==> src/rtl/coherent_mem_arbiter.sv <==
// Shared-RAM bus arbiter with snooping coherence for CPUS private I/D L1 pairs.
// Serves data writebacks, coherent block reads (from RAM or via cache-to-cache
// transfer with a simultaneous RAM update) and single-word instruction fetches.
module coherent_mem_arbiter #(
    parameter int CPUS   = 2,
    parameter int WORDS  = 2,
    parameter int ADDR_W = 32,
    parameter int DATA_W = 32
) (
    input  logic                   CLK,
    input  logic                   nRST,
    input  logic [CPUS-1:0]        iREN,
    input  logic [CPUS*ADDR_W-1:0] iaddr,
    output logic [CPUS-1:0]        iwait,
    output logic [CPUS*DATA_W-1:0] iload,
    input  logic [CPUS-1:0]        dREN,
    input  logic [CPUS-1:0]        dWEN,
    input  logic [CPUS*ADDR_W-1:0] daddr,
    input  logic [CPUS*DATA_W-1:0] dstore,
    output logic [CPUS-1:0]        dwait,
    output logic [CPUS*DATA_W-1:0] dload,
    input  logic [CPUS-1:0]        ccwrite,
    input  logic [CPUS-1:0]        cctrans,
    output logic [CPUS-1:0]        ccwait,
    output logic [CPUS-1:0]        ccinv,
    output logic [CPUS*ADDR_W-1:0] ccsnoopaddr,
    output logic                   ramREN,
    output logic                   ramWEN,
    output logic [ADDR_W-1:0]      ramaddr,
    output logic [DATA_W-1:0]      ramstore,
    input  logic [DATA_W-1:0]      ramload,
    input  logic [1:0]             ramstate
);

    localparam int SEL_W = (CPUS > 1) ? $clog2(CPUS) : 1;
    localparam int CNT_W = (WORDS > 1) ? $clog2(WORDS) : 1;
    localparam logic [CNT_W-1:0] LAST_BEAT  = CNT_W'(WORDS - 1);
    localparam logic [1:0]       RAM_ACCESS = 2'd2;

    typedef enum logic [2:0] {
        S_IDLE, S_WB, S_SNOOP, S_RDMEM, S_C2C, S_IFETCH
    } state_e;

    state_e           state_q, state_d;
    logic [SEL_W-1:0] sel_q, sel_d, owner_q, owner_d;
    logic [SEL_W-1:0] dptr_q, dptr_d, iptr_q, iptr_d;
    logic [CNT_W-1:0] cnt_q, cnt_d;

    logic             ram_access;
    logic [CPUS-1:0]  others;
    logic [SEL_W:0]   pick_wb, pick_rd, pick_if;
    logic [SEL_W-1:0] snoop_owner;

    // Round-robin pick: first requester at or after ptr; MSB flags a hit.
    function automatic logic [SEL_W:0] rr_pick(input logic [CPUS-1:0] req,
                                               input logic [SEL_W-1:0] ptr);
        logic [SEL_W:0] r;
        r = '0;
        for (int k = CPUS - 1; k >= 0; k--) begin
            int idx;
            idx = (int'(ptr) + k) % CPUS;
            if (req[idx]) r = {1'b1, SEL_W'(idx)};
        end
        return r;
    endfunction

    function automatic logic [SEL_W-1:0] next_ptr(input logic [SEL_W-1:0] idx);
        return SEL_W'((int'(idx) + 1) % CPUS);
    endfunction

    assign ram_access = (ramstate == RAM_ACCESS);
    assign others     = ~(CPUS'(1) << sel_q);
    assign pick_wb    = rr_pick(dWEN, dptr_q);
    assign pick_rd    = rr_pick(dREN, dptr_q);
    assign pick_if    = rr_pick(iREN, iptr_q);

    // Lowest-indexed remote cache reporting a Modified copy.
    always_comb begin
        snoop_owner = '0;
        for (int j = CPUS - 1; j >= 0; j--) begin
            if (ccwrite[j] && others[j]) snoop_owner = SEL_W'(j);
        end
    end

    // Next-state logic: arbitration in IDLE, beat counting, snoop resolution.
    always_comb begin
        // NOTE: every variable gets a default first so no path infers a latch.
        state_d = state_q;
        sel_d   = sel_q;
        owner_d = owner_q;
        cnt_d   = cnt_q;
        dptr_d  = dptr_q;
        iptr_d  = iptr_q;
        unique case (state_q)
            S_IDLE: begin
                if (pick_wb[SEL_W]) begin
                    sel_d   = pick_wb[SEL_W-1:0];
                    dptr_d  = next_ptr(pick_wb[SEL_W-1:0]);
                    cnt_d   = '0;
                    state_d = S_WB;
                end else if (pick_rd[SEL_W]) begin
                    sel_d   = pick_rd[SEL_W-1:0];
                    dptr_d  = next_ptr(pick_rd[SEL_W-1:0]);
                    cnt_d   = '0;
                    state_d = S_SNOOP;
                end else if (pick_if[SEL_W]) begin
                    sel_d   = pick_if[SEL_W-1:0];
                    iptr_d  = next_ptr(pick_if[SEL_W-1:0]);
                    cnt_d   = '0;
                    state_d = S_IFETCH;
                end
            end
            S_WB, S_RDMEM, S_C2C: begin
                if (ram_access) begin
                    cnt_d = cnt_q + CNT_W'(1);
                    if (cnt_q == LAST_BEAT) state_d = S_IDLE;
                end
            end
            S_SNOOP: begin
                if (|(cctrans & others)) begin
                    state_d = S_SNOOP;
                end else if (|(ccwrite & others)) begin
                    owner_d = snoop_owner;
                    state_d = S_C2C;
                end else begin
                    state_d = S_RDMEM;
                end
            end
            S_IFETCH: begin
                if (ram_access) state_d = S_IDLE;
            end
            default: state_d = S_IDLE;
        endcase
    end

    // State, selection, pointer and beat-counter registers.
    always_ff @(posedge CLK or negedge nRST) begin
        if (!nRST) begin
            state_q <= S_IDLE;
            sel_q   <= '0;
            owner_q <= '0;
            cnt_q   <= '0;
            dptr_q  <= '0;
            iptr_q  <= '0;
        end else begin
            // NOTE: non-blocking so every register samples the pre-edge values.
            state_q <= state_d;
            sel_q   <= sel_d;
            owner_q <= owner_d;
            cnt_q   <= cnt_d;
            dptr_q  <= dptr_d;
            iptr_q  <= iptr_d;
        end
    end

    // Bus and coherence outputs decoded from the registered state.
    always_comb begin
        iwait       = '1;
        dwait       = '1;
        ccwait      = '0;
        ccinv       = '0;
        ccsnoopaddr = '0;
        ramREN      = 1'b0;
        ramWEN      = 1'b0;
        ramaddr     = '0;
        ramstore    = '0;
        iload       = '0;
        dload       = '0;
        unique case (state_q)
            S_WB: begin
                ramWEN       = 1'b1;
                ramaddr      = daddr[int'(sel_q)*ADDR_W +: ADDR_W];
                ramstore     = dstore[int'(sel_q)*DATA_W +: DATA_W];
                dwait[sel_q] = ~ram_access;
            end
            S_SNOOP: begin
                for (int j = 0; j < CPUS; j++) begin
                    ccsnoopaddr[j*ADDR_W +: ADDR_W] = daddr[int'(sel_q)*ADDR_W +: ADDR_W];
                    if (others[j]) begin
                        ccwait[j] = 1'b1;
                        ccinv[j]  = ccwrite[sel_q];
                    end
                end
            end
            S_C2C: begin
                for (int j = 0; j < CPUS; j++) begin
                    ccsnoopaddr[j*ADDR_W +: ADDR_W] = daddr[int'(sel_q)*ADDR_W +: ADDR_W];
                end
                // Owner stays frozen except on the beat it sees its own dwait drop.
                ccwait[owner_q] = ~ram_access;
                ramWEN          = 1'b1;
                ramaddr         = daddr[int'(owner_q)*ADDR_W +: ADDR_W];
                ramstore        = dstore[int'(owner_q)*DATA_W +: DATA_W];
                dload[int'(sel_q)*DATA_W +: DATA_W] = dstore[int'(owner_q)*DATA_W +: DATA_W];
                dwait[sel_q]    = ~ram_access;
                dwait[owner_q]  = ~ram_access;
            end
            S_RDMEM: begin
                ramREN       = 1'b1;
                ramaddr      = daddr[int'(sel_q)*ADDR_W +: ADDR_W];
                dload[int'(sel_q)*DATA_W +: DATA_W] = ramload;
                dwait[sel_q] = ~ram_access;
            end
            S_IFETCH: begin
                ramREN       = 1'b1;
                ramaddr      = iaddr[int'(sel_q)*ADDR_W +: ADDR_W];
                iload[int'(sel_q)*DATA_W +: DATA_W] = ramload;
                iwait[sel_q] = ~ram_access;
            end
            default: ;
        endcase
    end

endmodule

==> config.mk <==
export PLATFORM = sky130hd
export DESIGN_NAME = coherent_mem_arbiter
export DESIGN_NICKNAME = d
export VERILOG_FILES = /design/src/rtl/coherent_mem_arbiter.sv
export SDC_FILE = /design/constraint.sdc
export NUM_CORES = 1
export LEC_CHECK = 0
export CORE_AREA = 2 2 194 196
export CTS_CLUSTER_DIAMETER = 150
export DETAILED_ROUTE_END_ITERATION = 7
export DIE_AREA = 0 0 196 198
export GPL_TIMING_DRIVEN = 0
export PLACE_DENSITY = 0.41
export SLEW_MARGIN = 15
export SYNTH_ARGS = -nofsm -noshare
export SYNTH_HDL_FRONTEND = slang
export SYNTH_SLANG_ARGS = --single-unit
==> constraint.sdc <==
create_clock -name CLK -period 2.6 [get_ports CLK]
set_clock_uncertainty 0.15 [all_clocks]
set_input_delay 0.65 -clock CLK [delete_from_list [all_inputs] [get_ports CLK]]
set_output_delay 0.65 -clock CLK [all_outputs]
set_load 0.005 [all_outputs]
---- After elaboration in Yosys (flattened, before gate mapping) ----
Index checks and enable logic that the tools add are counted.
word-level totals
  bits in registers ....................... 8
  bits in latches ......................... 0
  RAM bits ................................ 0
  memory bits (read-only) ................. 0
  bits of input ports ..................... 238
  output and inout port bits .............. 266
  memories ................................ 0
cells by class
  add/subtract/negate cells ............... 7
  multipliers ............................. 0
  div/mod/pow operators ................... 0
  $lt $le $gt $ge ......................... 8
  equal/unequal tests ..................... 10
  shift-type cells ........................ 9
  multiplexer cells ....................... 64
  bitwise operators ....................... 14
  reduce and logical (&&, ||, !) cells .... 21
operator list
  cell                                                        count
  variable part select 64 x 7 -> 32 bit                       5
  bitwise AND 64 bit                                          2
  two-way mux 64 bit                                          2
  case mux 64 bit (2 select lines)                            1
  variable part select 32 x 33 -> 64 bit                      2
  case mux 32 bit (3 select lines)                            1
  case mux 32 bit (2 select lines)                            1
  variable shift 32 x 33 -> 64 bit, first input constant      1
  two-way mux 1 bit                                           36
  negation 6 -> 33 bit                                        1
  two-way mux 3 bit                                           8
  two-way mux 2 bit                                           8
  case mux 3 bit (4 select lines)                             1
  OR reduction 2 bit                                          6
  less-than comparator 1 x 2 -> 1 bit, second input constant  4
  case mux 2 bit (2 select lines)                             2
  AND reduction 4 bit                                         2
  adder 1 bit, second input constant                          6
  bitwise AND 2 bit                                           3
  == test 3 x 2 -> 1 bit, second input constant               2
  == test 3 bit, second input constant                        2
  less-than comparator 2 x 3 -> 1 bit, second input constant  2
  != test 2 bit, second input constant                        3
  AND reduction 3 bit                                         2
  other kinds (18)                                            30

---- Logic depth before layout (Yosys ltp) ----
  depth after elaboration ................. 11
  gate-level depth with buffers ........... 7
  gate-level depth less buffers ........... 4

---- Least setup slack after synthesis ----
No wires, ideal clock.
  kind .................................... register to output
  start point ............................. register state_q[1]
  end point ............................... output ramaddr[10]
  data arrival time ....................... 1.467 ns
  data required time ...................... 1.800 ns
  path slack .............................. 0.333 ns
  stages on the path, launching flop included .. 8
  path through ............................ dfrtp_1 -> buf_6 -> or3b_1 -> buf_2 -> o22ai_4 -> buf_6 -> nand2_1 -> nand2_1
on the way
  word-level cells in the longest chain between the ends .. 3
  elaborated cells between the ends (all ways) .. 6
RTL lines
  what                                                              RTL line  RTL
  start, declared                                                   44        state_e state_q, state_d;
  start signal, assigned                                            147       state_q <= state_d;
  == test 3 x 1 -> 1 bit or == test 3 x 2 -> 1 bit (tied branches)  169       unique case (state_q)
  OR reduction 2 bit (no line)                                      n/a
  case mux 32 bit (3 select lines) *                                169
  end, declared                                                     29        output logic [ADDR_W-1:0] ramaddr,
Mark *: on every way between the ends. The rest lies on a longest branch, timed or not.

---- Final worst setup path ----
  start point ............................. register state_q[2]
  end point ............................... output ccsnoopaddr[48]
on the way
  word-level cells in the longest chain between the ends .. 3
  elaborated cells between the ends (all ways) .. 4
RTL lines
  what                                                     RTL line  RTL
  == test 3 x 2 -> 1 bit or == test 3 bit (tied branches)  169
  OR reduction 2 bit (no line) *                           n/a
  two-way mux 64 bit *                                     n/a
  end, declared                                            26        output logic [CPUS*ADDR_W-1:0] ccsnoopaddr,
Marked as above.

==> metrics.md <==
| Metric | Value |
|---|---|
| Outcome | `finished with violations` |
| Failing checks | `setup timing` |
| Sequential-to-total area share from yosys stat | `4.96%` |
| Top Ports | `504` |
| Critical path peak fanout | `10` |
| Post-route insts no fill | `1,749` |
| Max_slew headroom | `66.9%` |
| Final period utilization | `113%` |
| Yosys cell types | `45` |
| Leak | `6.19 nW` |
| Top_reg_cell synth | `dfrtp_1` |
| Hold Path Cell Cnt | `1` |
| Final hold violations | `0` |
| H-tree depth | `1` |
| Routed via count | `7,659` |
| Largest net degree at the start of global routing | `11` |
| R2R depth | `7` |
| Global-route wire length before repair | `55,900 um` |
| Die Wd | `196 um` |
| EDFF count, synth | `0` |
| WS Path Type | `register to output port` |
| Post-synthesis register bit count | `8` |
| Fin nets | `1,510` |
| GRT Total Usage | `19.8%` |
| Clock root cell | `clkbuf_16` |
| Reg2reg start | `state_q[2]$_DFFE_PN0P_` |
| Syn Inst Count | `630` |
| CP Capture Type | `output port` |
| Core ar. | `37,000 um^2` |
| Detail Route Antenna Nets | `0` |
| First-pass iteration count of the detailed router | `8` |
| Max cap viols | `0` |
| Max Slew Vio Count | `0` |
| Minimum clock period | `2.93 ns` |
| Vias per std cell | `4.38` |
| IR drop worst, VDD | `0.319 mV` |
| YS warnings | `0` |
| Initial antenna violation count | `4` |
| Chip height | `198 um` |
| Synth Cell Area | `4040 um^2` |
| Avg Synthesized Cell Area | `6.41 um^2` |
| Post-synth top area cell | `mux2i_1` |
| TritonCTS buffer count | `3` |
| Iteration-0 DRC Markers | `328` |
| Pwr Density | `981 nW/um^2` |
| Grt total ovfl | `0` |
| Critical Path RT | `1.80 ns` |
| CTS Buffer Depth | `2` |
| HP Class | `register to register` |
| Row cnt | `71` |
| Clock sink count | `8` |
| Routability-driven placement congestion ratio | `0.839` |
| RSZ-0062 raised after global routing | `true` |
| Residual DRC | `0` |
| Share of cells above drive strength 1 | `58.0%` |
| PnR worst setup slack | `-0.334 ns` |
| FMAX | `0.341 GHz` |
| Worst r2r dst | `state_q[0]$_DFFE_PN0P_` |
| Syn_nets | `868` |
| Post-synth top area share | `24.0%` |
| Core Util, Final | `36.0%` |
| Clock transition at path regs | `0.04 ns` |
| Place WS | `-1.07 ns` |
| CTS tree | `built` |
| Synth top area cells | `mux2i_1 24%, nor2_1 13%, and2_1 10%, a222oi_1 7.9%, nand2_1 7.1%` |
| Synth cell count leaders | `137 x nor2_1, 97 x mux2i_1, 76 x nand2_1` |
| Worst Min Path Start | `iptr_q$_DFFE_PN0P_` |
| Hold buffer count at CTS | `0` |
| Flop2flop setup slack | `0.37 ns` |
| Cell count after placement | `1,607` |
| Area Overhead vs Synth | `229%` |
| Worst Tran Pin Value | `0.482 ns` |
| FFs w/ async S/R, synth | `100%` |
| # setup viols final | `215` |
| Number of port buffers | `503` |
| Most common cell in the netlist | `nor2_1` |
| CP arrival | `2.13 ns` |
| Min-Delay Endpoint | `iptr_q$_DFFE_PN0P_` |
| Drt total wl | `42,700 um` |
| Starting Density | `10.9%` |
| Clk_lat worst skew | `0.23 ns` |
| Full die area | `38,800 um^2` |
| Hpwl dp | `32,000 um` |
| Crit start category | `register` |
| Routed len/inst | `24.4 um` |
| Vias in the first global route | `7,790` |
## power by group
part           internal (W)  leakage, nW  switching [W]
registers          0.000192       0.0935      0.0000904
logic               0.00670         6.06        0.00580
clock network      0.000198       0.0370      0.0000580
## metal layers
layer  share of wire (%)  vias to the layer above  track usage (%)
met1                  38                     3716             22.5
met3                 6.6                       38             3.73
met5                   0                        -                0
met2                  53                      380             37.5
met4                 2.4                        0             5.42
li1                    -                     3525                -
## area by class of cell
class                   count  area (um^2)
well taps                 474          593
clock buffers               3         75.1
repair buffers            642         6370
fillers                  3864        23700
diodes                      5         12.5
inverters                   2         13.8
flip-flops and latches      8          205
plain buffers              86         1140
multi-input cells         529         4880
## cells in the final DEF (no fill, tap or decap), drive strengths merged, types with 2 or more instances in the layout
master         synthesis  routed
buf                   74     392
clkdlybuf4s50          0     250
nor2                 138     138
mux2i                 97      97
nand2                 76      76
and2                  65      65
a21oi                 41      41
clkbuf                17      41
o22ai                 34      34
a222oi                32      32
dlymetal6s2s           0      30
dlygate4sd2            0      15
dfrtp                  8       8
o21ai                  6       6
diode                  0       5
nand2b                 4       4
a31oi                  3       3
nor3                   3       3
clkdlybuf4s15          0       3
and3                   2       2
o32a                   2       2
nand3                  2       2
nor3b                  2       2
nor2b                  2       2
o31ai                  2       2
## flip-flops by register name, indices dropped and copies added (netlist names)
register	count
owner_q	1
state_q	3
iptr_q	1
dptr_q	1
cnt_q	1
sel_q	1
## worst max path at each step
stage / from / end / slack, ns / depth (start not counted)
floorplan: state_q[1]$_DFFE_PN0P_ / ramaddr[10] / 0.33 / 7
finish: state_q[2]$_DFFE_PN0P_ / ccsnoopaddr[48] / -0.33 / 7
global route: state_q[2]$_DFFE_PN0P_ / ccsnoopaddr[50] / -0.41 / 7
CTS: state_q[1]$_DFFE_PN0P_ / ccsnoopaddr[47] / -0.36 / 8
global placement: state_q[1]$_DFFE_PN0P_ / dload[58] / -1.08 / 7
detailed placement: state_q[1]$_DFFE_PN0P_ / dload[58] / -1.07 / 7
## repair_timing
item,4_1_cts,5_1_grt
resized for setup,890,686
setup endpoints to repair,265,266
gates cloned,7,10
buffers inserted,73,61
pin swaps,48,121
## stage by stage
step | hold WS (ns) | total power (W) | setup TNS [ns] | cell area, um^2
2_1_floorplan | 0.204 | 0.00375 | 0 | 4040
3_3_place_gp | 0.317 | 0.00840 | -186.16 | 9670
3_5_place_dp | 0.321 | 0.00836 | -185.84 | 9670
4_1_cts | 0.327 | 0.0106 | -53.10 | 11400
5_1_grt | 0.409 | 0.0137 | -51.16 | 13300
6_report | 0.331 | 0.0130 | -36.70 | 13300
## logic make-up (layout without fill, tap and decap cells)
kind of cell | Yosys count | in the layout | synth area share (%)
buffers and inverters | 93 | 733 | 13.9
xor gates and xnor gates | 1 | 1 | 0.217
other | 0 | 5 | 0
DFF | 8 | 8 | 4.96
and+or+nand+nor | 303 | 303 | 34.2
muxes | 98 | 98 | 24.4
AOI/OAI and AO/OA | 127 | 127 | 22.3
## critical path, stage by stage (launching register included)
cell and delay (ns):
dfrtp_2 0.45, nor3b_4 0.18, buf_6 0.13, nor2_4 0.28, buf_8 0.23, nor2_2 0.07
buf_4 0.13, clkdlybuf4s50_1 0.43
(Power assumes the default switching activity.)
